**src/rtl/asu_sequencer_pkg.sv**
```systemverilog
// Shared types and constants for the accumulator-subtract sequencer.
// The instruction and FSM encodings live here so that the top, the timer
// and any checker bound to them all agree on the same values.
package asu_seq_pkg;

  // Number of digit times in one accumulator word.
  localparam int DEF_WORD_BITS = 32;

  // Accumulator instruction codes, as delivered by instruction decode.
  typedef enum logic [1:0] {
    OP_NOP = 2'b00,
    OP_LDN = 2'b01,
    OP_SUB = 2'b10,
    OP_STO = 2'b11
  } op_t;

  // Sequencer states; also exported on the debug state port.
  typedef enum logic [1:0] {
    ST_IDLE = 2'd0,
    ST_RUN  = 2'd1,
    ST_DONE = 2'd2
  } state_t;

  // True for instructions whose result is written back into A.
  function automatic logic op_loads_acc(op_t o);
    return (o == OP_LDN) || (o == OP_SUB);
  endfunction

endpackage

```
**src/rtl/asu_sequencer_digit_timer.sv**
```systemverilog
// Digit timer: a cycle-within-digit counter and a digit counter.
// The cycle counter runs 0..DIGIT_CYCLES-1 while enable is high. Each time
// it wraps, digit steps forward. After the last cycle of the last digit,
// digit returns to 0, which is the only way the digit index wraps.
// clear (start accepted) and rst both force the counters to zero.
module digit_timer
  import asu_seq_pkg::*;
#(
  parameter int WORD_BITS    = DEF_WORD_BITS,
  parameter int DIGIT_CYCLES = 1,
  parameter int DW           = $clog2(WORD_BITS)
) (
  input  logic          clk,
  input  logic          rst,
  input  logic          clear,
  input  logic          enable,
  output logic [DW-1:0] digit,
  output logic          first_cycle,
  output logic          first_digit,
  output logic          last_digit_last_cycle
);

  // Keep the cycle counter at least one bit wide so DIGIT_CYCLES=1 is legal.
  localparam int CNT_W = (DIGIT_CYCLES > 1) ? $clog2(DIGIT_CYCLES) : 1;
  localparam logic [CNT_W-1:0] CNT_LAST = CNT_W'(DIGIT_CYCLES - 1);
  localparam logic [DW-1:0]    DIG_LAST = DW'(WORD_BITS - 1);

  logic [CNT_W-1:0] cnt;
  logic             cnt_wrap;

  assign cnt_wrap = (cnt == CNT_LAST);

  // Advance the cycle counter and, on its wrap, the digit counter.
  always_ff @(posedge clk) begin
    if (rst || clear) begin
      cnt   <= '0;
      digit <= '0;
    end else if (enable) begin
      if (cnt_wrap) begin
        cnt <= '0;
        if (digit == DIG_LAST) begin
          digit <= '0;
        end else begin
          digit <= digit + DW'(1);
        end
      end else begin
        cnt <= cnt + CNT_W'(1);
      end
    end
  end

  // Timing markers are only meaningful on an enabled clock.
  assign first_cycle           = enable && (cnt == '0);
  assign first_digit           = (digit == '0);
  assign last_digit_last_cycle = enable && cnt_wrap && (digit == DIG_LAST);

endmodule

```
**src/rtl/asu_sequencer.sv**
```systemverilog
// asu_sequencer: runs one accumulator instruction (NOP/LDN/SUB/STO) over one
// word of digit times. It generates the digit pulse w_DPG and the beat-start
// pulse w_XTB that clears the serial borrow. It also drives the A-load,
// minuend zero-force and store-write enables.
//
// Optional feature macro: ASU_SEQ_STEP_EN. When it is defined, a step input
// is added, and RUN only advances on clocks where step=1. Between steps all
// outputs hold and the pulses are suppressed. This is the single-step mode
// used for button-driven bring-up.
//
// Handshake: ready=1 marks IDLE. A start sampled on a clock edge with
// ready=1 is accepted, and op is captured on that same edge. start at any
// other time (RUN, DONE, or with rst high) is dropped and never queued.
// done is a one-cycle completion pulse, and ready returns on the next cycle.
module asu_sequencer
  import asu_seq_pkg::*;
#(
  parameter int WORD_BITS    = DEF_WORD_BITS,
  parameter int DIGIT_CYCLES = 1,
  parameter int DW           = $clog2(WORD_BITS)
) (
  input  logic          clk,
  input  logic          rst,
  input  logic          start,
`ifdef ASU_SEQ_STEP_EN
  input  logic          step,
`endif
  input  logic [1:0]    op,
  output logic          ready,
  output logic          busy,
  output logic          done,
  output logic [DW-1:0] digit,
  output logic          w_DPG,
  output logic          w_XTB,
  output logic          a_load,
  output logic          a_zero,
  output logic          s_write,
  output logic [1:0]    dbg_state
);

  state_t state;
  op_t    op_q;
  op_t    op_in;
  logic   accept;
  logic   run_en;
  logic   first_cycle;
  logic   first_digit;
  logic   last_tick;

  assign op_in  = op_t'(op);
  assign accept = (state == ST_IDLE) && start;

`ifdef ASU_SEQ_STEP_EN
  assign run_en = (state == ST_RUN) && step;
`else
  assign run_en = (state == ST_RUN);
`endif

  digit_timer #(
    .WORD_BITS   (WORD_BITS),
    .DIGIT_CYCLES(DIGIT_CYCLES),
    .DW          (DW)
  ) u_timer (
    .clk                  (clk),
    .rst                  (rst),
    .clear                (accept),
    .enable               (run_en),
    .digit                (digit),
    .first_cycle          (first_cycle),
    .first_digit          (first_digit),
    .last_digit_last_cycle(last_tick)
  );

  // Sequencer FSM with registered status and datapath enables.
  always_ff @(posedge clk) begin
    if (rst) begin
      state   <= ST_IDLE;
      op_q    <= OP_NOP;
      ready   <= 1'b1;
      busy    <= 1'b0;
      done    <= 1'b0;
      a_load  <= 1'b0;
      a_zero  <= 1'b0;
      s_write <= 1'b0;
    end else begin
      case (state)
        ST_IDLE: begin
          if (start) begin
            // Enables come from the incoming op so they are valid on the first RUN cycle.
            state   <= ST_RUN;
            op_q    <= op_in;
            ready   <= 1'b0;
            busy    <= 1'b1;
            a_load  <= op_loads_acc(op_in);
            a_zero  <= (op_in == OP_LDN);
            s_write <= (op_in == OP_STO);
          end
        end
        ST_RUN: begin
          if (last_tick) begin
            state   <= ST_DONE;
            busy    <= 1'b0;
            done    <= 1'b1;
            a_load  <= 1'b0;
            a_zero  <= 1'b0;
            s_write <= 1'b0;
          end
        end
        ST_DONE: begin
          state <= ST_IDLE;
          done  <= 1'b0;
          ready <= 1'b1;
        end
        default: begin
          state   <= ST_IDLE;
          ready   <= 1'b1;
          busy    <= 1'b0;
          done    <= 1'b0;
          a_load  <= 1'b0;
          a_zero  <= 1'b0;
          s_write <= 1'b0;
        end
      endcase
    end
  end

  // The digit pulse marks the first enabled cycle of each digit. The beat start marks digit 0 only.
  assign w_DPG     = first_cycle;
  assign w_XTB     = first_cycle && first_digit;
  assign dbg_state = state;

endmodule

```
**config.mk**
```make
export PLATFORM = sky130hd
export DESIGN_NAME = asu_sequencer
export DESIGN_NICKNAME = d
export VERILOG_FILES = /design/src/rtl/asu_sequencer_pkg.sv /design/src/rtl/asu_sequencer_digit_timer.sv /design/src/rtl/asu_sequencer.sv
export SDC_FILE = /design/constraint.sdc
export NUM_CORES = 1
export LEC_CHECK = 0
export ABC_AREA = 1
export BUFFER_PORTS_ARGS = -buffer_cell sky130_fd_sc_hd__clkbuf_2
export CAP_MARGIN = 20
export CORE_UTILIZATION = 40
export CTS_CLUSTER_DIAMETER = 40
export DETAILED_ROUTE_END_ITERATION = 10
export GPL_TIMING_DRIVEN = 1
export PLACE_DENSITY_LB_ADDON = 0.05
export SYNTH_ARGS = -nofsm -noshare
export SYNTH_HDL_FRONTEND = slang
export SYNTH_SLANG_ARGS = --single-unit
```
**constraint.sdc**
```tcl
create_clock -name clk -period 2.1 [get_ports clk]
set_clock_uncertainty 0.2 [all_clocks]
set_input_delay 0.42 -clock clk [delete_from_list [all_inputs] [get_ports clk]]
set_output_delay 0.42 -clock clk [all_outputs]
set_load 0.03 [all_outputs]
```
==> results.json <==
{
  "ir_drop_mv": 0.3710,
  "placedCellCount": 112,
  "antenna_found_initial": 0,
  "cap_viol_max_count": 0,
  "fin_nets": 112,
  "netlist_top_cells_count": "18 x nand2_1, 13 x dfxtp_1, 10 x inv_1",
  "worstMarginPinSlew_ps": 221.1,
  "drc_errors": 0,
  "drive_above_1_share": 0.3168,
  "avgSynthCellArea_um2": 7.745,
  "netlist.area_leader.share": 0.4254,
  "io_pins": 20,
  "dr.pass1.iters": 4,
  "design_area_um2": 753.2,
  "synthTopCellsByArea": "dfxtp_1 43%, nand2_1 11%, ha_1 10%",
  "finalHoldViolations": 0,
  "netlist_instances": 79,
  "dpl.hpwl_um": 874.6,
  "area_growth_pct": 23.11,
  "crit_required_ps": 1480,
  "maxSlewHeadroom": 0.8514,
  "initial_core_util": 0.4478,
  "yosysUniqueCellTypes": 20,
  "grt_pass1_wl_um": 1649,
  "p_per_area_nw_per_um2": 659.1,
  "min_period_ps": 1982,
  "wl_um": 1125,
  "fmax_mhz": 504.5,
  "grt_pass1_vias": 394,
  "finalHoldWorstSlack_ps": 220.3,
  "numCtsBuffers": 3,
  "finalNonFillerCells": 116,
  "core_area_um2": 1366,
  "path_clk_slew_ps": 70,
  "hold_class": "input port to flip-flop",
  "fp.dieW_um": 41.11,
  "htreeDepth": 1,
  "die_h_um": 41.11,
  "place_congestion": 0.7663,
  "drtAntennaViolNets": 0,
  "worstSkewPairLatency_ps": 270,
  "end_kind": "primary output",
  "clockBufferDepth": 2,
  "startpoint_type": "flip-flop",
  "synth_enable_flop_cells": 0,
  "setup_viol": 0,
  "yosysMostFrequentCell": "nand2_1",
  "die_area_um2": 1690,
  "dr_total_vias": 548,
  "path_class": "flip-flop to primary output",
  "cts_hold_buf": 0,
  "grt_use_total": 0.1559,
  "rsz0062_at_grt": "no",
  "port_buffers": 19,
  "postCtsSetupBuffers": 0,
  "num_rows": 13,
  "wire_per_inst_um": 9.698,
  "async_reset_ff_frac": 0,
  "p_leak_nw": 0.3755,
  "viasPerCell": 4.724,
  "synth-seq-cells": 13,
  "yosys.area.top_type": "dfxtp_1",
  "outcome": "completed",
  "dpl_cell_area_um2": 726.9,
  "root_buffer": "clkbuf_4",
  "tns_ps": 0,
  "synth_ff_type": "dfxtp_1",
  "ys_warn_count": 0,
  "finalCritPeriodShare": 0.9440,
  "ctsResizeCount": 0,
  "clock-sinks": 13,
  "yosysSeqAreaShare": 0.4254,
  "arrival_ps": 1360,
  "reg2reg_slack_ps": 360,
  "cts_tree": "done",
  "diodes": 0,
  "syn_nets": 89,
  "synth_area_um2": 611.8,
  "drtIter0Drc": 8,
  "grt-ovfl-total": 0,
  "crit_fanout": 7,
  "drv_slew": 0,
  "grt_max_degree": 9
}
final cells by class:
cell class	count	area, µm²
Multi-Input combinational cell	54	311.5
Inverter	11	41.29
Sequential cell	13	260.3
Fill cell	142	613.1
Tap cell	15	18.77
Clock buffer	4	26.28
Timing Repair Buffer	19	95.09
cells by family (layout without fill, tap and decap cells):
kind of cell               Yosys count  after routing  share of synthesized area
AOI/OAI and AO/OA                   11             11                     0.1002
adders and majority gates            5              5                     0.1022
buffers and inverters               12             34                    0.07361
DFF                                 13             13                     0.4254
and+or+nand+nor                     38             38                     0.2986
registers in the layout, indices dropped and copies added, names as in the netlist:
| signal | cells |
|---|---|
| dbg_state | 2 |
| u_timer.digit | 5 |
| s_write | 1 |
| a_zero | 1 |
| ready | 1 |
| a_load | 1 |
| busy | 1 |
| done | 1 |
report_power, final:
| group | switching, W | leakage [nW] | internal (W) |
|---|---|---|---|
| registers | 0.00000688 | 0.106 | 0.000256 |
| logic | 0.0000611 | 0.254 | 0.0000256 |
| clock network | 0.0000738 | 0.0150 | 0.0000735 |
per-stage QoR:
step	utilization	power [W]	setup slack [ps]
6_report	0.5513	0.0004965	117.7
5_1_grt	0.5513	0.0005237	4.185
4_1_cts	0.5513	0.0005061	79.72
3_5_place_dp	0.5321	0.0003558	351.6
3_3_place_gp	0.5321	0.0003557	379.5
2_1_floorplan	-	0.0003307	46.56
layer usage:
layer	track usage	routed length [µm]	part of all wire	vias to the layer above
li1	-	-	-	296
met1	0.2065	587	0.52	237
met2	0.2148	468	0.42	15
met3	0.08152	69	0.061	0
met4	0.04839	0	0	0
met5	0	0	0	-
final timing paths:
path / start / endpoint / depth (start not counted)
worst max-delay path: dbg_state[0]$_SDFFE_PP0P_ / w_XTB / 5
worst min-delay path: rst / a_load$_SDFFE_PP0P_ / 2
worst max register to register: u_timer.digit[1]$_SDFFE_PP0P_ / s_write$_SDFFE_PP0P_ / 9
worst min register to register: done$_SDFFE_PP0P_ / done$_SDFFE_PP0P_ / 2
critical path, cell delays in order (launching register included):
cell and delay [ps]:
dfxtp_1 430, nand2_2 150, inv_2 120, nand3_1 80, nor3_2 100, clkbuf_2 220
cells in the final DEF (no fill, tap or decap), types with 2 or more instances in the layout:
master	n
nor2_1	6
ha_1	5
clkbuf_2	19
clkbuf_4	3
dfxtp_1	13
nor3_2	2
nand2_2	2
nand2_1	18
nand3_1	4
a21oi_1	8
inv_1	10
Note: power is estimated with default switching activity, not from simulation.
